### src/rtl/axi_region_router.sv
// Register-access router: decodes the top address bits into a target region, strobes it,
// and waits for that target's done (with timeout) on independent write and read channels.
module axi_region_router #(
    parameter int                 NUM_SLV   = 3,
    parameter int                 ADDR_W    = 32,
    parameter int                 DATA_W    = 32,
    parameter int                 SEL_W     = 2,
    parameter int                 LOCAL_AW  = 16,
    parameter logic [NUM_SLV-1:0] READ_MASK = 'b001,
    parameter int                 TIMEOUT   = 255,
    parameter logic [DATA_W-1:0]  ERR_DATA  = 32'hDEAD_BEEF
) (
    input  logic                      clk,
    input  logic                      rst_n,
    input  logic                      we,
    input  logic [ADDR_W-1:0]         waddr,
    input  logic [DATA_W-1:0]         wdata,
    output logic                      wready,
    output logic                      wdone,
    output logic                      werr,
    input  logic                      re,
    input  logic [ADDR_W-1:0]         raddr,
    output logic                      rready,
    output logic                      rdone,
    output logic                      rerr,
    output logic [DATA_W-1:0]         rdata,
    output logic [NUM_SLV-1:0]        s_we,
    output logic [LOCAL_AW-1:0]       s_waddr,
    output logic [DATA_W-1:0]         s_wdata,
    input  logic [NUM_SLV-1:0]        s_wdone,
    output logic [NUM_SLV-1:0]        s_re,
    output logic [LOCAL_AW-1:0]       s_raddr,
    input  logic [NUM_SLV*DATA_W-1:0] s_rdata,
    input  logic [NUM_SLV-1:0]        s_rdone
);
    localparam int NT = 1 << SEL_W;
    localparam int CW = (TIMEOUT > 0) ? $clog2(TIMEOUT + 1) : 1;

    typedef enum logic [1:0] {IDLE, WAIT, RESP} state_t;

    // Region tables widened to the full select space so unpopulated regions decode as errors.
    logic [NT-1:0]             wr_ok, rd_ok, wdone_x, rdone_x;
    logic [NT-1:0][DATA_W-1:0] rd_arr;

    for (genvar i = 0; i < NT; i++) begin : g_map
        if (i < NUM_SLV) begin : g_on
            assign wr_ok[i]   = 1'b1;
            assign rd_ok[i]   = READ_MASK[i];
            assign wdone_x[i] = s_wdone[i];
            assign rdone_x[i] = s_rdone[i];
            assign rd_arr[i]  = s_rdata[i*DATA_W +: DATA_W];
        end else begin : g_off
            assign wr_ok[i]   = 1'b0;
            assign rd_ok[i]   = 1'b0;
            assign wdone_x[i] = 1'b0;
            assign rdone_x[i] = 1'b0;
            assign rd_arr[i]  = '0;
        end
    end

    logic unused_addr_bits;
    assign unused_addr_bits = ^{waddr, raddr};

    // ---------------- write channel ----------------
    state_t           w_state, w_next;
    logic [SEL_W-1:0] w_sel, w_idx;
    logic [NT-1:0]    w_oh;
    logic [CW-1:0]    w_cnt;
    logic             w_err, w_acc, w_hit, w_to;

    assign w_sel  = waddr[ADDR_W-1 -: SEL_W];
    assign w_oh   = NT'(1) << w_sel;
    assign w_acc  = we && (w_state == IDLE);
    assign w_hit  = (w_state == WAIT) && wdone_x[w_idx];
    assign w_to   = (TIMEOUT != 0) && (w_state == WAIT) && (w_cnt == CW'(TIMEOUT - 1));
    assign wready = (w_state == IDLE);
    assign wdone  = (w_state == RESP);
    assign werr   = wdone && w_err;

    always_ff @(posedge clk or negedge rst_n) begin
        if (!rst_n) w_state <= IDLE;
        else        w_state <= w_next;
    end

    always_comb begin
        w_next = w_state;
        case (w_state)
            IDLE:    if (w_acc) w_next = wr_ok[w_sel] ? WAIT : RESP;
            WAIT:    if (w_hit || w_to) w_next = RESP;
            RESP:    w_next = IDLE;
            default: w_next = IDLE;
        endcase
    end

    always_ff @(posedge clk or negedge rst_n) begin
        if (!rst_n) begin
            w_idx   <= '0;
            w_cnt   <= '0;
            w_err   <= 1'b0;
            s_we    <= '0;
            s_waddr <= '0;
            s_wdata <= '0;
        end else begin
            s_we <= '0;
            if (w_acc) begin
                w_idx   <= w_sel;
                s_waddr <= waddr[LOCAL_AW+1:2];
                s_wdata <= wdata;
                w_cnt   <= '0;
                w_err   <= !wr_ok[w_sel];
                if (wr_ok[w_sel]) s_we <= w_oh[NUM_SLV-1:0];
            end else if (w_state == WAIT) begin
                // A done in the timeout cycle still wins, so err follows the done bit alone.
                w_cnt <= w_cnt + 1'b1;
                w_err <= !w_hit;
            end
        end
    end

    // ---------------- read channel ----------------
    state_t           r_state, r_next;
    logic [SEL_W-1:0] r_sel, r_idx;
    logic [NT-1:0]    r_oh;
    logic [CW-1:0]    r_cnt;
    logic             r_err, r_acc, r_hit, r_to;

    assign r_sel  = raddr[ADDR_W-1 -: SEL_W];
    assign r_oh   = NT'(1) << r_sel;
    assign r_acc  = re && (r_state == IDLE);
    assign r_hit  = (r_state == WAIT) && rdone_x[r_idx];
    assign r_to   = (TIMEOUT != 0) && (r_state == WAIT) && (r_cnt == CW'(TIMEOUT - 1));
    assign rready = (r_state == IDLE);
    assign rdone  = (r_state == RESP);
    assign rerr   = rdone && r_err;

    always_ff @(posedge clk or negedge rst_n) begin
        if (!rst_n) r_state <= IDLE;
        else        r_state <= r_next;
    end

    always_comb begin
        r_next = r_state;
        case (r_state)
            IDLE:    if (r_acc) r_next = rd_ok[r_sel] ? WAIT : RESP;
            WAIT:    if (r_hit || r_to) r_next = RESP;
            RESP:    r_next = IDLE;
            default: r_next = IDLE;
        endcase
    end

    always_ff @(posedge clk or negedge rst_n) begin
        if (!rst_n) begin
            r_idx   <= '0;
            r_cnt   <= '0;
            r_err   <= 1'b0;
            s_re    <= '0;
            s_raddr <= '0;
            rdata   <= '0;
        end else begin
            s_re <= '0;
            if (r_acc) begin
                r_idx   <= r_sel;
                s_raddr <= raddr[LOCAL_AW+1:2];
                r_cnt   <= '0;
                r_err   <= !rd_ok[r_sel];
                if (rd_ok[r_sel]) s_re  <= r_oh[NUM_SLV-1:0];
                else              rdata <= ERR_DATA;
            end else if (r_state == WAIT) begin
                r_cnt <= r_cnt + 1'b1;
                r_err <= !r_hit;
                if (r_hit)     rdata <= rd_arr[r_idx];
                else if (r_to) rdata <= ERR_DATA;
            end
        end
    end

endmodule
### config.mk
export PLATFORM = sky130hd
export DESIGN_NAME = axi_region_router
export DESIGN_NICKNAME = d
export VERILOG_FILES = /design/src/rtl/axi_region_router.sv
export SDC_FILE = /design/constraint.sdc
export NUM_CORES = 1
export LEC_CHECK = 0
export CORE_MARGIN = 3
export CORE_UTILIZATION = 41
export CTS_CLUSTER_DIAMETER = 30
export DETAILED_ROUTE_END_ITERATION = 16
export PLACE_DENSITY = 0.87
export SLEW_MARGIN = 10
export SYNTH_ARGS = -nofsm -noshare
export SYNTH_HDL_FRONTEND = slang
export SYNTH_SLANG_ARGS = --single-unit
export TNS_END_PERCENT = 20
### constraint.sdc
create_clock -name clk -period 2.3 [get_ports clk]
set_input_delay 0.46 -clock clk [delete_from_list [all_inputs] [get_ports clk]]
set_output_delay 0.46 -clock clk [all_outputs]
set_load 0.05 [all_outputs]
==> metrics.md <==
| Metric | Value |
|---|---|
| DR vias | between 5000 and 6000 |
| Synth-to-Final Area Change | 63.9% |
| Starting DRT DRC Count | 290 |
| Synth Area in Adders | less than 1% |
| Setup TNS | 0 ns |
| GRT Total Usage | roughly a quarter |
| Core Util, Final | between 60% and 70% |
| Number of post-CTS setup repair buffers | 0 |
| Synthesized instance count | roughly 610 |
| Hold WC Path Type | flop to flop |
| Hold Path Depth | 2 |
| FP Rows | 42 |
| IR drop worst, VDD | just over 1 mV |
| Via count of the first global-routing pass | roughly 6000 |
| Power share of the combinational group | a little over 50% |
| CP max stage delay | between 0.8 and 0.9 ns |
| Top-area cell type share of the netlist area | between 50 and 60% |
| Avg Cell Area, Syn | approximately 9.4 sq um |
| Critical Path, Cell by Cell | clkdlybuf4s50_1 |
| Cell Area, Synth | between 5000 and 6000 sq um |
| Min Clock Period, post-route | between 2 and 2.5 ns |
| Largest family of logic cells by synthesized area | simple AND/OR/NAND/NOR gates |
| Number of cells on the critical path | 1 |
| Via density per instance | roughly 5.1 |
| Post-synth top flop | dfrtp_1 |
| I/O pin count | 310 |
| Depth of the CTS H-tree | 4 |
| Max_cap viols | 0 |
| Number of synthesized flops with an enable pin | 0 |
| Drc violations | 0 |
| Arr. time, crit path | approximately 1.6 ns |
| Crit path max-delay family | buffers and inverters |
| Slowest cell on crit path | clkdlybuf4s50_1 |
| Initial Util | a little over two fifths |
| DR pass1 iterations | 4 |
| Critical path capture point type | output pin |
| Yosys top cell by area | dfrtp_1 |
| Yosys warns | 0 |
| Share of power burned in registers | 27.2% |
| Later-pin clock latency in the skew report | roughly 0.41 ns |
| Fill count | around 1000 |
| Max-slew violation count | 0 |
| Die height | about 120 um |
| Sequential-to-total area share from yosys stat | a little under three fifths |
| Crit path required time | ~1.8 ns |
| CP Class | flop to output pin |
| Fraction of layout cells with a size suffix above 1 | under 10% |
| Detailed Place HPWL | around 13000 um |
| Pint | around 7300 uW |
| Overflow after GRT | 0 |
| Hold Vio Cnt, Final | 0 |
| Synth top cells by count | nand2_1 (248), dfrtp_1 (128), mux2i_1 (36) |
| Sw power | 6090 uW |
| Routability Congestion | roughly 0.86 |
| Status | complete, no violations |
| CTS clk-pin slew, worst paths | 0.06 ns |
| RSZ-0062 raised after global routing | false |
| Antenna diodes | 0 |
| CTS buffer count | 17 |
| XOR/XNOR Fraction of Synth Area | 0.152% |
| Mux share of post-synthesis cell area | 6.26% |
| CP bufs+invs | 1 |
| Post-synth cell types | 38 |
| Clock share of power | 21.0% |
| Die ar. | 15500 sq um |
| Initial antenna violation count | 1 |
| Nets | about 1100 |
| Setup crit start kind | flop |
| Top cells by area, synth | dfrtp_1 (56%), nand2_1 (16%), mux2i_1 (6.3%) |
| Pwr Total | around 13000 uW |
| DP Worst Slack | roughly 0.22 ns |
| Rel. slew slack | approximately 50% |
| Pwr dens | between 1000 and 1500 nW/um^2 |
| Synth Area in Simple Gates | 21.5% |
| Core area | 13500 sq um |
| Clock sink count | ~130 |
| Synth Area in Compound Gates | around an eighth |
| Setup Viol. Count Final | 0 |
| Final worst slack | between 0.2 and 0.25 ns |
| Peak fanout along the critical path | 2 |
| Wire per inst | 16.8 um |
| Die width | around 120 um |
| CTS root buffer | clkbuf_16 |
| I/O Buffers | 281 |
| Most numerous cell in the Yosys netlist | nand2_1 |
| Max clock buf depth | 2 |
| Largest net degree at the start of global routing | 37 |
| Switch share | 45.5% |
| Worst-case reg-to-reg path depth | 6 |
| Asr flop ratio synth | 100% |
| CTS tree | yes |
| Worst-margin pin slew | about 0.75 ns |
| First-pass GRT wire length | ~30000 um |
| Final Cycle Share | between 90% and 100% |
| Clock skew | 0.00611 ns |
| Fmax | 0.478 GHz |
| Routed wire length | 18300 um |
| #FFs+latches synth | between 100 and 150 |
| Leak pwr | ~0.0042 uW |
| Detail Route Antenna Nets | 0 |
layout by cell type (no fill, tap or decap), types with 4 or more instances in the layout:
master           Yosys  routed
and3_1               4       4
buf_4                2      19
a31oi_1              5       5
nand2_1            248     247
nand4_1              5       5
bufinv_16            0       4
o32a_1              24      24
dfrtp_1            128     127
mux2i_1             36      36
o22ai_1              9       9
nand3_1              6       6
nor2_1              20      20
buf_12               0       5
clkinv_2             0       4
clkbuf_16            0      17
a21oi_1             13      13
o21ai_0             26      26
clkdlybuf4s50_1      0     274
o21ai_1             12      12
ha_1                 4       4
layout make-up:
class | count | area (sq um) | share of cell area (%)
sequential | 128 | 3200 | 34.0
timing repair buffer | 301 | 3020 | 32.0
multi-input combinational | 446 | 2350 | 25.0
clock buffer | 18 | 429 | 4.55
tap | 176 | 220 | 2.34
clock inverter | 14 | 190 | 2.02
inverter | 4 | 15.0 | 0.159
flip-flops by register name, summed over array words and instances (netlist names):
signal / flops
w_err: 1
s_raddr: 16
s_wdata: 32
r_idx: 2
s_re: 3
w_idx: 2
rdata: 32
r_state: 2
s_waddr: 16
s_we: 3
w_state: 2
r_err: 1
r_cnt: 8
w_cnt: 8
layer usage:
| metal | vias up | track usage [%] | wire [um] |
|---|---|---|---|
| li1 | 2636 | - | - |
| met2 | 253 | 40.8 | 9280 |
| met5 | - | 0 | 16 |
| met1 | 2630 | 27.7 | 7080 |
| met3 | 27 | 9.35 | 1620 |
| met4 | 2 | 7.67 | 276 |
metrics by stage:
stage / hold WS [ns] / instance area (sq um) / cells
after floorplan: 0.164 / 5760 / 614
after global placement: 0.416 / 8800 / 1054
after detailed placement: 0.420 / 8800 / 1054
after CTS: 0.476 / 9430 / 1087
after global routing: 0.489 / 9430 / 1087
final: 0.470 / 9430 / 1087
logic make-up (layout without fill, tap and decap cells):
group           count (synthesis)  count (layout)
compound gates                 99              99
simple gates                  304             304
buf+inv                        40             337
other cells                     1               2
xor+xnor                        1               1
mux                            36              36
flops                         128             128
fa+ha+maj                       4               4
power groups by stage:
stage / clock network (uW) / registers [uW] / logic [uW]
2_1_floorplan: 0 / 6060 / 1980
3_3_place_gp: 0 / 3620 / 6830
3_5_place_dp: 0 / 3650 / 6940
4_1_cts: 2860 / 3640 / 6970
5_1_grt: 2970 / 3750 / 7310
6_report: 2810 / 3640 / 6920
what timing repair did:
action | in CTS | in global routing
endpoints found under the hold margin | 25 | 0
gates resized for setup | 1 | 1
hold buffers | 1 | 0
endpoints found under the setup margin | 1 | 1
path summary, 6_finish.rpt:
| kind | startpoint | end | slack [ns] |
|---|---|---|---|
| worst max-delay path | rdata[17] | rdata[17] | 0.21 |
| worst min-delay path | s_wdata[27] | s_wdata[27] | 0.47 |
| worst max register to register | r_idx[1] | rdata[11] | 0.55 |
| worst min register to register | s_wdata[27] | s_wdata[27] | 0.47 |
| max in group asynchronous | rst_n | r_cnt[1] | 1.19 |
| min in group asynchronous | rst_n | s_re[2] | 0.53 |
No activity file was read; power rests on OpenSTA's default activity.
==> patch 1: new RTL, same settings <==
The 3 states of `state_t` get a one-hot encoding in 3 bits.
--- a/src/rtl/axi_region_router.sv
+++ b/src/rtl/axi_region_router.sv
@@ -37,5 +37,5 @@
     localparam int CW = (TIMEOUT > 0) ? $clog2(TIMEOUT + 1) : 1;
 
-    typedef enum logic [1:0] {IDLE, WAIT, RESP} state_t;
+    typedef enum logic [2:0] {IDLE = 3'b001, WAIT = 3'b010, RESP = 3'b100} state_t;
 
     // Region tables widened to the full select space so unpopulated regions decode as errors.
Behaviour: no difference found for any inputs over 4 cycles, from zero or initial values and one cycle with rst_n low; so few cycles prove little.
==> patch 1 against the unedited design <==
  * Count of clock-buffer cells in the layout rose by 6
  * Die area grew 1.7%
  * Total power is 12% lower
  * Combinational power fell by 18%
  * Register-to-register slack worse by 0.20 ns
  * Worst setup slack lost 0.0040 ns
  * Hold slack got worse by 0.00052 ns
  * Sequential cell count grew 2
  * Critical path depth did not move
  * Cell count fell by 3.0%
  * Synthesized area is 1.8% higher
  * Routed wire length shrank 2.6%
  * Final area increased by 0.90%
  * Global-route usage shrank 1.4 points
  * Largest power group unchanged
==> patch 1: results (changes against the unedited design) <==
Placed design
  – Post-Place Cell Area: 8900 µm² (was 8800 µm²)
  – Placed cell count: 1020 (was 1054)
  – DP HPWL: 13300 µm (was 13100 µm)
  – Dpl ws: 0.0478 ns (was 0.218 ns)

STA
  – Worst-margin pin slew: 1.04 ns (was 0.752 ns)
  – Max Clock Skew: 0.00833 ns (was 0.00611 ns)
  – FMAX: 0.477 GHz (was 0.478 GHz)
  – WHS: 0.470 ns (about the same)

Pwr
  – Net Sw Power: 0.00500 W (was 0.00609 W)
  – Clk pwr share: 0.231 (was 0.210)
  – Logic pwr share: 0.481 (was 0.517)
  – Peak supply drop: 1.11 mV (was 1.02 mV)

Route
  – Via count: 5374 (was 5548)
  – Metal2 WL: 8810 µm (was 9280 µm)
  – Post-DR wirelength/cell: 16.9 µm (was 16.8 µm)
  – Top Layer Used: met4 (was met5)
  – Metal-1 WL: 6910 µm (was 7080 µm)
  – Met3 routed WL: 1590 µm (was 1620 µm)

Synth
  – Top cells by area, synth: dfrtp_1, nand2_1, mux2i_1 (unchanged)
  – Synth cell types: 47 (was 38)
  – Register area share after synthesis: 0.556 (was 0.557)
  – Post-synth top cells: nand2_1, dfrtp_1, mux2i_1 (unchanged)

Layout
  – Layout cells sized above 1: 0.102 (was 0.0714)
  – Fillcell total: 1060 (was 1004)
  – Non-filler instance count after layout: 1054 (was 1087)

Worst setup path
  – Max incr delay on CP: 0.84 ns (was 0.86 ns)
  – R2R cell count: 3 (was 6)
  – Reg-to-Reg Start: r_state[0] (was r_idx[1])
  – Worst reg-to-reg setup slack: 0.35 ns (was 0.55 ns)
  – Critical Path End: rdata[20] (was rdata[17])

Status
  – Outcome: finished clean (unchanged)

Global routing
  – Vias in the first global route: 5617 (was 5887)
  – Largest net degree at the start of global routing: 67 (was 37)
  – Grt met3 use: 0.0846 (was 0.0935)
  – Met2 Use GR: 0.386 (was 0.408)
[patch 1: cells by family (layout without fill, tap and decap cells)]
group | after synthesis | count (layout) | synth area share
compound gates | 82 | 82 | 0.102
xor+xnor | 10 | 10 | 0.0150
fa+ha+maj | 4 | 4 | 0.00855
buf+inv | 41 | 336 | 0.0363
flops | 130 | 130 | 0.556
mux | 52 | 52 | 0.0949
other cells | 1 | 3 | 0.000640
simple gates | 257 | 257 | 0.187
[patch 1: area by class of cell]
| type | instances | area, µm² | area share |
|---|---|---|---|
| flip-flops and latches | 130 | 3260 | 0.342 |
| repair buffers | 300 | 2990 | 0.315 |
| multi-input cells | 407 | 2420 | 0.254 |
| clock buffers | 24 | 502 | 0.0527 |
| well taps | 180 | 225 | 0.0237 |
| clock inverters | 8 | 98.8 | 0.0104 |
| inverters | 4 | 15.0 | 0.00158 |
| diodes | 1 | 2.50 | 0.000263 |
[patch 1: what timing repair did]
action,4_1_cts,5_1_grt
hold endpoints to repair,31,0
gates resized for setup,0,0
hold buffers,1,0
==> patch 2: new RTL, config.mk and constraints unchanged <==
Made on the original files. `SEL_W`: 2 -> 4.
--- a/src/rtl/axi_region_router.sv
+++ b/src/rtl/axi_region_router.sv
@@ -5,5 +5,5 @@
     parameter int                 ADDR_W    = 32,
     parameter int                 DATA_W    = 32,
-    parameter int                 SEL_W     = 2,
+    parameter int                 SEL_W     = 4,
     parameter int                 LOCAL_AW  = 16,
     parameter logic [NUM_SLV-1:0] READ_MASK = 'b001,
Function: changed (a bounded check fails within 4 cycles, from zero or initial values and one cycle with rst_n low).
==> patch 2 against the unedited design <==
  * Total power is 11% higher
  * Non-clock buffer count is 10 higher
  * Routed wire length is 8.7% higher
  * Hold slack worse by 0.0013 ns
  * Final area is 8.7% higher
  * Worst setup slack worse by 0.037 ns
  * Synthesized area is 12% higher
  * Sequential cell count is 4 higher
  * Clock power hardly changed
  * Critical path depth stayed put
==> patch 2: results (changes against the unedited design) <==
Synth
  – Synth Area in XOR/XNOR: 0.00271 (was 0.00152)
  – Adder-Cell Fraction of Synth Area: 0.00774 (was 0.00870)
  – Mux contribution to synthesized area: 0.0528 (was 0.0626)
  – Post-synth top cells: nand2_1, dfrtp_1, nor2_1 (was nand2_1, dfrtp_1, mux2i_1)
  – Synth Area in Compound Gates: 0.167 (was 0.117)
  – Top cells by area, synth: dfrtp_1, nand2_1, mux2i_1 (unchanged)
  – Synth cell types: 50 (was 38)
  – Register area share after synthesis: 0.511 (was 0.557)
  – Post-synthesis register bit count: 132 (was 128)

Layout
  – Register share of the cell area: 0.323 (was 0.340)
  – N_diodes: 0 (unchanged)
  – Layout cells sized above 1: 0.0915 (was 0.0714)
  – Fillcell total: 1226 (was 1004)
  – Clock buf count: 24 (was 18)
  – Multi-In Gates: 517 (was 446)
  – Final net count: 1189 (was 1104)
  – Signal buf overhead: 0.302 (was 0.320)
  – Clock-cell share: 0.0607 (was 0.0657)
  – Non-clk invs: 4 (unchanged)
  – Bufs w/o clock: 311 (was 301)
  – Multi-input combinational area share: 0.287 (was 0.250)
  – Core Util, Final: 0.669 (was 0.698)

Placed design
  – Post-Place Cell Area: 9610 µm² (was 8800 µm²)
  – Gpl congestion: 0.833 (was 0.858)
  – DP HPWL: 14600 µm (was 13100 µm)
  – IO buf count: 285 (was 281)
  – Dpl ws: 0.244 ns (was 0.218 ns)

Route
  – Via count: 6229 (was 5548)
  – Iteration-0 DRC Markers: 237 (was 290)
  – First drt pass iteration count: 5 (was 4)
  – Post-DR wirelength/cell: 16.5 µm (was 16.8 µm)

Worst setup path
  – Largest fanout on the critical path: 3 (was 2)
  – Reg-to-Reg Start: r_state[1] (was r_idx[1])
  – Worst reg-to-reg setup slack: 0.32 ns (was 0.55 ns)
  – Critical path origin: rdata[2] (was rdata[17])
  – Max incr delay on CP: 0.84 ns (was 0.86 ns)
  – R2R cell count: 5 (was 6)
  – CP Data Arrival Time: 1.67 ns (was 1.63 ns)

Global routing
  – Gr usage total: 0.228 (was 0.239)
  – Global-route wire length before repair: 32300 µm (was 30000 µm)
  – Antenna violations before repair: 0 (was 1)
  – Vias in the first global route: 6471 (was 5887)
  – Largest net degree at the start of global routing: 50 (was 37)

STA
  – Max Clock Skew: 0.00990 ns (was 0.00611 ns)
  – WHS: 0.469 ns (was 0.470 ns)
  – Rel. slew slack: 0.622 (was 0.495)

Worst hold path
  – Worst Hold End: s_raddr[9] (was s_wdata[27])
  – Hold path start: s_raddr[9] (was s_wdata[27])
  – Hold path depth: 2 (unchanged)

Pwr
  – Peak supply drop: 0.847 mV (was 1.02 mV)
  – Pleak: 4.57 nW (was 4.21 nW)

CTS
  – Root buf cell: clkbuf_16 (unchanged)
  – Clock buffer depth: 2 (unchanged)
  – H-Tree Depth: 4 (unchanged)

Status
  – Outcome: finished clean (unchanged)

Floorplanning
  – Core footprint: 15300 µm² (was 13500 µm²)
[patch 2: worst register-to-register path: cells and delay by family (launching register included)]
family / cells / cell delay [ns]
simple gates: 3 / 1.03
compound gates: 1 / 0.17
buf+inv: 1 / 0.25
flops: 1 / 0.44
[patch 2: metrics by stage]
stage	std cells	power, W
floorplan	701	0.00914
global route	1206	0.0156
detailed placement	1174	0.0121
global placement	1174	0.0119
finish	1206	0.0148
CTS	1206	0.0150
[patch 2: logic make-up (layout without fill, tap and decap cells)]
kind of cell             Yosys count  count (layout)
XOR/XNOR                           2               2
buffers and inverters             52             346
multiplexers                      34              34
AND/OR/NAND/NOR                  342             342
AO/OA/AOI/OAI                    133             133
other                              1               2
flip-flops                       132             132
adder cells (fa/ha/maj)            4               4
[patch 2: what timing repair did]
item	CTS	global route
hold buffers	1	0
endpoints found under the hold margin	26	0
resized for setup	0	0
setup buffers	0	0
[patch 2: metal layers]
layer | share of wire | vias to the layer above | GRT usage
li1 | - | 2969 | -
met1 | 0.41 | 3010 | 0.264
met2 | 0.49 | 227 | 0.397
met3 | 0.077 | 23 | 0.0747
met4 | 0.018 | 0 | 0.0793
met5 | 0 | - | 0
[patch 2: worst max-delay path by stage]
stage / endpoint / slack [ns] / cells after the start
6_report: rdata[2] / 0.17 / 1
5_1_grt: rdata[11] / 0.12 / 1
4_1_cts: rdata[2] / 0.13 / 1
3_5_place_dp: rdata[1] / 0.24 / 7
3_3_place_gp: rdata[0] / 0.28 / 7
2_1_floorplan: werr / 0.16 / 2
[patch 2: power by group]
part           internal, W  total (W)  switching, W
clock              0.00185    0.00281      0.000960
sequential         0.00327    0.00401      0.000733
combinational      0.00278    0.00803       0.00525
